`config.mk`:
```
export PLATFORM = sky130hd
export DESIGN_NAME = keypad_matrix_scanner
export DESIGN_NICKNAME = d
export VERILOG_FILES = /design/src/rtl/keypad_matrix_scanner.sv
export SDC_FILE = /design/constraint.sdc
export NUM_CORES = 1
export LEC_CHECK = 0
export CORE_ASPECT_RATIO = 1.75
export CORE_MARGIN = 2
export CORE_UTILIZATION = 45
export DETAILED_ROUTE_END_ITERATION = 10
export HOLD_SLACK_MARGIN = 0.12
export PLACE_DENSITY = 0.61
export SYNTH_ARGS = -nofsm -noshare
export SYNTH_HDL_FRONTEND = slang
export SYNTH_SLANG_ARGS = --single-unit
export TNS_END_PERCENT = 10
```
`constraint.sdc`:
```
create_clock -name clk_27mhz -period 2.5 [get_ports clk_27mhz]
set_input_delay 0.625 -clock clk_27mhz [delete_from_list [all_inputs] [get_ports clk_27mhz]]
set_output_delay 0.625 -clock clk_27mhz [all_outputs]
set_load 0.02 [all_outputs]
```
`src/rtl/keypad_matrix_scanner.sv`:
```
// ---------------------------------------------------------------------------
// keypad_matrix_scanner
//
// Column-scan driver for an NUM_COLS x NUM_ROWS matrix keypad. One column is
// driven low at a time; the pulled-up rows are synchronised and sampled at
// the end of each column slot, after the lines have had a full slot to settle.
// A low row latches the key and starts a press debounce. A key that stays
// stable for DB_CYC clocks produces a one-cycle key_valid strobe with its
// linear index. The key then stays held until the rows have been released
// for a full debounce window.
//
// Ports
//   clk_27mhz     in   system clock
//   reset_n       in   asynchronous reset, active low
//   keypad_cols   out  one-hot-low column drive
//   keypad_rows   in   raw rows, pulled up, low = pressed
//   key_valid     out  one-cycle strobe per debounced key event
//   key_index     out  col*NUM_ROWS + row, held until the next event
//   key_held      out  high while the debounced key is down
//   key_code_raw  out  {latched cols, latched rows}, all ones when idle
//   multi_key     out  more than one row low in the active column at latch
//
// Optional feature: define KEYPAD_AUTOREPEAT_EN to emit extra key_valid
// strobes while a key is held (first after REPEAT_DLY_MS, then every
// REPEAT_PER_MS). Without the macro there is exactly one strobe per press.
//
// Handshake: key_valid is a one-cycle strobe with no back-pressure; the
// consumer must capture key_index in the cycle key_valid is high (key_index
// also stays stable until the next strobe).
// ---------------------------------------------------------------------------
module keypad_matrix_scanner #(
  parameter int NUM_COLS      = 4,
  parameter int NUM_ROWS      = 4,
  parameter int CLK_FREQ      = 27_000_000,
  parameter int SCAN_FREQ     = 1900,
  parameter int DEBOUNCE_MS   = 10,
  parameter int REPEAT_DLY_MS = 500,
  parameter int REPEAT_PER_MS = 100
) (
  input  logic                                  clk_27mhz,
  input  logic                                  reset_n,
  output logic [NUM_COLS-1:0]                   keypad_cols,
  input  logic [NUM_ROWS-1:0]                   keypad_rows,
  output logic                                  key_valid,
  output logic [$clog2(NUM_COLS*NUM_ROWS)-1:0]  key_index,
  output logic                                  key_held,
  output logic [NUM_COLS+NUM_ROWS-1:0]          key_code_raw,
  output logic                                  multi_key
);

  localparam int SCAN_DIV = CLK_FREQ / (SCAN_FREQ * NUM_COLS);
  localparam int DB_CYC   = (CLK_FREQ / 1000) * DEBOUNCE_MS;
  localparam int COL_W    = $clog2(NUM_COLS);
  localparam int ROW_W    = $clog2(NUM_ROWS);
  localparam int IDX_W    = $clog2(NUM_COLS * NUM_ROWS);
  localparam int SCAN_W   = (SCAN_DIV > 1) ? $clog2(SCAN_DIV) : 1;
  localparam int DB_W     = (DB_CYC > 1) ? $clog2(DB_CYC) : 1;

  localparam logic [COL_W-1:0]  COL_LAST  = COL_W'(NUM_COLS - 1);
  localparam logic [SCAN_W-1:0] SCAN_LAST = SCAN_W'(SCAN_DIV - 1);
  localparam logic [DB_W-1:0]   DB_LAST   = DB_W'(DB_CYC - 1);
  localparam logic [IDX_W-1:0]  ROWS_IDX  = IDX_W'(NUM_ROWS);

  typedef enum logic [1:0] {
    ST_SCAN     = 2'd0,
    ST_PRESS_DB = 2'd1,
    ST_HELD     = 2'd2,
    ST_REL_DB   = 2'd3
  } state_t;

  state_t state_q, state_d;

  logic [NUM_ROWS-1:0] rows_meta, rows_s;
  logic [COL_W-1:0]    col;
  logic [SCAN_W-1:0]   scan_cnt;
  logic [DB_W-1:0]     db_cnt;
  logic [NUM_ROWS-1:0] lat_rows;
  logic [IDX_W-1:0]    lat_index;

  logic                rows_idle, rows_match, relatched;
  logic                scan_last, db_last;
  logic [NUM_ROWS-1:0] low_mask;
  logic [ROW_W-1:0]    low_row;
  logic                multi_now;
  logic                do_latch, do_fire, do_clear, do_advance;
  logic                rpt_fire;

  assign keypad_cols = ~(NUM_COLS'(1) << col);
  assign key_held    = (state_q == ST_HELD) || (state_q == ST_REL_DB);

  assign rows_idle  = &rows_s;
  assign rows_match = (rows_s == lat_rows);
  // A row that was part of the latched key has gone low again.
  assign relatched  = |(~rows_s & ~lat_rows);
  assign scan_last  = (scan_cnt == SCAN_LAST);
  assign db_last    = (db_cnt == DB_LAST);

  // x & (x-1) is non-zero exactly when more than one bit of x is set.
  assign low_mask  = ~rows_s;
  assign multi_now = |(low_mask & (low_mask - NUM_ROWS'(1)));

  // Lowest-index low row wins when several rows are low.
  always_comb begin
    low_row = '0;
    for (int i = NUM_ROWS - 1; i >= 0; i--) begin
      if (!rows_s[i]) low_row = ROW_W'(i);
    end
  end

  // Next state and the control strobes derived from the transition.
  always_comb begin
    state_d    = state_q;
    do_latch   = 1'b0;
    do_fire    = 1'b0;
    do_clear   = 1'b0;
    do_advance = 1'b0;
    case (state_q)
      ST_SCAN: begin
        if (scan_last) begin
          if (rows_idle) begin
            do_advance = 1'b1;
          end else begin
            state_d  = ST_PRESS_DB;
            do_latch = 1'b1;
          end
        end
      end
      ST_PRESS_DB: begin
        if (!rows_match) begin
          state_d    = ST_SCAN;
          do_clear   = 1'b1;
          do_advance = 1'b1;
        end else if (db_last) begin
          state_d = ST_HELD;
          do_fire = 1'b1;
        end
      end
      ST_HELD: begin
        if (rows_idle) state_d = ST_REL_DB;
      end
      ST_REL_DB: begin
        if (relatched) begin
          state_d = ST_HELD;
        end else if (rows_idle && db_last) begin
          state_d    = ST_SCAN;
          do_clear   = 1'b1;
          do_advance = 1'b1;
        end
      end
      default: state_d = ST_SCAN;
    endcase
  end

  always_ff @(posedge clk_27mhz or negedge reset_n) begin
    if (!reset_n) begin
      state_q      <= ST_SCAN;
      rows_meta    <= '1;
      rows_s       <= '1;
      col          <= '0;
      scan_cnt     <= '0;
      db_cnt       <= '0;
      lat_rows     <= '1;
      lat_index    <= '0;
      key_code_raw <= '1;
      multi_key    <= 1'b0;
      key_valid    <= 1'b0;
      key_index    <= '0;
    end else begin
      state_q   <= state_d;
      rows_meta <= keypad_rows;
      rows_s    <= rows_meta;

      // Column slot timer only runs while scanning; every new column gets a
      // full slot of settling before its rows are sampled.
      if (state_q == ST_SCAN && !scan_last) scan_cnt <= scan_cnt + SCAN_W'(1);
      else                                  scan_cnt <= '0;

      if (do_advance) col <= (col == COL_LAST) ? '0 : col + COL_W'(1);

      // Debounce window restarts on every state change; during release it
      // also restarts whenever the rows are not all high.
      if (state_d != state_q)                 db_cnt <= '0;
      else if (state_q == ST_PRESS_DB)        db_cnt <= db_cnt + DB_W'(1);
      else if (state_q == ST_REL_DB && rows_idle) db_cnt <= db_cnt + DB_W'(1);
      else                                    db_cnt <= '0;

      if (do_latch) begin
        lat_rows     <= rows_s;
        lat_index    <= IDX_W'(col) * ROWS_IDX + IDX_W'(low_row);
        key_code_raw <= {keypad_cols, rows_s};
        multi_key    <= multi_now;
      end else if (do_clear) begin
        lat_rows     <= '1;
        key_code_raw <= '1;
        multi_key    <= 1'b0;
      end

      key_valid <= do_fire | rpt_fire;
      if (do_fire) key_index <= lat_index;
    end
  end

`ifdef KEYPAD_AUTOREPEAT_EN
  localparam int RPT_DLY = (CLK_FREQ / 1000) * REPEAT_DLY_MS;
  localparam int RPT_PER = (CLK_FREQ / 1000) * REPEAT_PER_MS;
  localparam int RPT_MAX = (RPT_DLY > RPT_PER) ? RPT_DLY : RPT_PER;
  localparam int RPT_W   = (RPT_MAX > 1) ? $clog2(RPT_MAX) : 1;
  localparam logic [RPT_W-1:0] RPT_DLY_LAST = RPT_W'(RPT_DLY - 1);
  localparam logic [RPT_W-1:0] RPT_PER_LAST = RPT_W'(RPT_PER - 1);

  logic [RPT_W-1:0] rpt_cnt;
  logic             rpt_periodic;  // first repeat already issued

  assign rpt_fire = (state_q == ST_HELD) &&
                    (rpt_periodic ? (rpt_cnt == RPT_PER_LAST)
                                  : (rpt_cnt == RPT_DLY_LAST));

  // Outside HELD the counter is parked at zero, so entering HELD (from the
  // press debounce or a bounce back from release) restarts the delay.
  always_ff @(posedge clk_27mhz or negedge reset_n) begin
    if (!reset_n) begin
      rpt_cnt      <= '0;
      rpt_periodic <= 1'b0;
    end else if (state_q != ST_HELD) begin
      rpt_cnt      <= '0;
      rpt_periodic <= 1'b0;
    end else if (rpt_fire) begin
      rpt_cnt      <= '0;
      rpt_periodic <= 1'b1;
    end else begin
      rpt_cnt <= rpt_cnt + RPT_W'(1);
    end
  end
`else
  assign rpt_fire = 1'b0;
`endif

endmodule

```
==> impl_metrics.tcl <==
set metrics [dict create \
    port_buffers 24 \
    place_ws_ns 0.230 \
    dr.pass1.iters 4 \
    min_path_type "in2async" \
    synth_area_mm2 0.00299 \
    post_cts_buffers 0 \
    synth_edf_count 0 \
    clock_latency_ns 0.33 \
    ys_warn_count 0 \
    most-common-layout-cells "dfrtp_1 (45), nor2_1 (34), clkdlybuf4s50_1 (23), inv_1 (20), dfstp_2 (16)" \
    postSynthCellCount 265 \
    finalClockSkew_ns 0.00423 \
    n_antenna_cell 0 \
    report.final.setup_viol 0 \
    synth_ff_type "dfrtp_1" \
    hold_viol_final 0 \
    grt_max_degree 40 \
    initial_core_util_pct 46.0 \
    globalRouteTotalUtil_pct 17.7 \
    grt_pass1_vias 2086 \
    vias_per_cell 5.18 \
    antenna_left 0 \
    wl_per_cell_um 14.9 \
    grt_first_pass_wirelength_um 9620 \
    power_density_mw_per_mm2 608 \
    core-area_mm2 0.00649 \
    relSlewSlack_pct 60.4 \
    post_cts_resize_count 0 \
    cp-end-kind "output pin" \
    critical_path.max_fanout 6 \
    layout-drive-gt1-share_pct 20.1 \
    area_growth_pct 20.1 \
    gr-total-overflow 0 \
    dpl.hpwl_um 4130 \
    cts.sinks 61 \
    rsz0062_at_grt "false" \
    cts_buffers 9 \
    total_leakage_power_nw 1.52 \
    start_kind "register" \
    dieWidth_um 65.6 \
    period_needed_ns 2.33 \
    antenna_found_initial 0 \
    fmax_ghz 0.429 \
    vdd_drop_max_v 0.000556 \
    syn_area_per_cell_um2 11.3 \
    arrival_ns 1.70 \
    post-route-period-util_pct 93.2 \
    yosysSeqAreaShare_pct 51.8 \
    drv_cap 0 \
    layout_setup_ws_ns 0.170 \
    die_h_um 112 \
    tns_ns 0 \
    status "finished, final reports clean" \
    async_reset_ff_share_pct 100 \
    synth_nets 281 \
    worstPathRequired_ns 1.88 \
    ys_types 52 \
    slew_viol_final 0 \
    cts_buffer_depth 2 \
    routed_wl_um 5740 \
    die_area_mm2 0.00733 \
    worstSetupPathType "reg2out" \
    vias 1995 \
    worst_slew_pin_slew_ns 0.589 \
    place.gp.congestion 0.748 \
    ys_ff_latch 61 \
    ctsHtreeMaxLevel 3 \
    pin_count 25 \
    layout_commonest_cell "dfrtp_1" \
    cts_tree "yes" \
    root_buffer "clkbuf_16" \
    cts.hold.buffers_added 0 \
    drc 0 \
    rows 39 \
    drt_iter0_markers 85 \
    path_clk_slew_ns 0.05 \
    finalNetCount 314 \
]
-- worst max-delay path, stage by stage, from the launching register on --
cell and delay [ns]:
dfrtp_1 0.43, inv_1 0.09, ha_1 0.22, inv_1 0.05, clkdlybuf4s50_1 0.59
-- area by class of cell --
type	count	area [um^2]
Fill cell	577	2900
Sequential cell	61	1550
Multi-Input combinational cell	179	1320
Timing Repair Buffer	27	270
Clock buffer	15	268
Tap cell	82	103
Inverter	20	75.1
Clock inverter	1	5.00
-- registers in the layout (all words and copies together) (netlist names), 2 cells and up --
name,count
state_q,2
lat_index,4
scan_cnt,12
key_index,4
col,2
rows_s,4
key_code_raw,8
rows_meta,4
db_cnt,19
-- through the flow --
stage / instance area [um^2] / power (mW) / cells / utilization (%) / hold slack [ns]
floorplan: 2990 / 1.03 / 265 / - / 0.329
global placement: 3310 / 1.07 / 369 / 51.1 / 0.346
detailed placement: 3310 / 1.07 / 369 / 51.1 / 0.348
CTS: 3590 / 2.22 / 385 / 55.3 / 0.272
global route: 3590 / 2.25 / 385 / 55.3 / 0.310
finish: 3590 / 2.18 / 385 / 55.3 / 0.266
-- cells by family (layout without fill, tap and decap cells) --
logic type | Yosys count | after routing | synth area share, %
mux | 9 | 9 | 3.35
fa+ha+maj | 11 | 11 | 4.53
compound gates | 24 | 24 | 5.70
buf+inv | 25 | 63 | 4.02
simple gates | 108 | 108 | 22.7
xor+xnor | 27 | 27 | 7.92
flops | 61 | 61 | 51.8
-- Yosys cell counts (3+ instances only) --
| master | count | share of area (%) |
|---|---|---|
| dfrtp_1 | 45 | 38 |
| nor2_1 | 34 | 4.3 |
| inv_1 | 20 | 2.5 |
| dfstp_2 | 16 | 14 |
| xor2_1 | 15 | 4.4 |
| nand3_1 | 14 | 2.3 |
| xnor2_1 | 12 | 3.5 |
| ha_1 | 10 | 4.2 |
| nand2_1 | 10 | 1.3 |
| nor2_4 | 9 | 3.4 |
| nand4_1 | 7 | 1.5 |
| a21oi_1 | 6 | 1.0 |
| mux2_2 | 6 | 2.3 |
| and3_1 | 5 | 1.0 |
| a22oi_1 | 4 | 1.0 |
| o22a_1 | 4 | 1.2 |
| nor3_1 | 3 | 0.50 |
| nor4_2 | 3 | 1.3 |
-- routing by layer --
metal / GRT usage (%) / vias to the layer above / share of wire (%)
met5: 0 / - / 0
met4: 8.75 / 0 / 2.5
met3: 5.25 / 11 / 2.6
met2: 31.8 / 18 / 58
met1: 18.0 / 990 / 37
li1: - / 976 / -
-- power by group --
group	total, mW	internal, mW	switching (mW)
sequential	1.01	1.00	0.00688
combinational	0.0437	0.0158	0.0280
clock	1.13	0.723	0.403
-- path summary, 6_finish.rpt --
path / from / end / slack, ns / cells after the start
max: col[0] / keypad_cols[0] / 0.17 / 4
min: reset_n / lat_index[0] / 0.27 / 1
max reg2reg: rows_s[1] / key_index[3] / 0.22 / 7
min reg2reg: rows_meta[3] / rows_s[3] / 0.35 / 0
max in group asynchronous: reset_n / key_code_raw[4] / 1.59 / 2
min in group clk_27mhz: rows_meta[3] / rows_s[3] / 0.35 / 0
(Power assumes the default switching activity.)
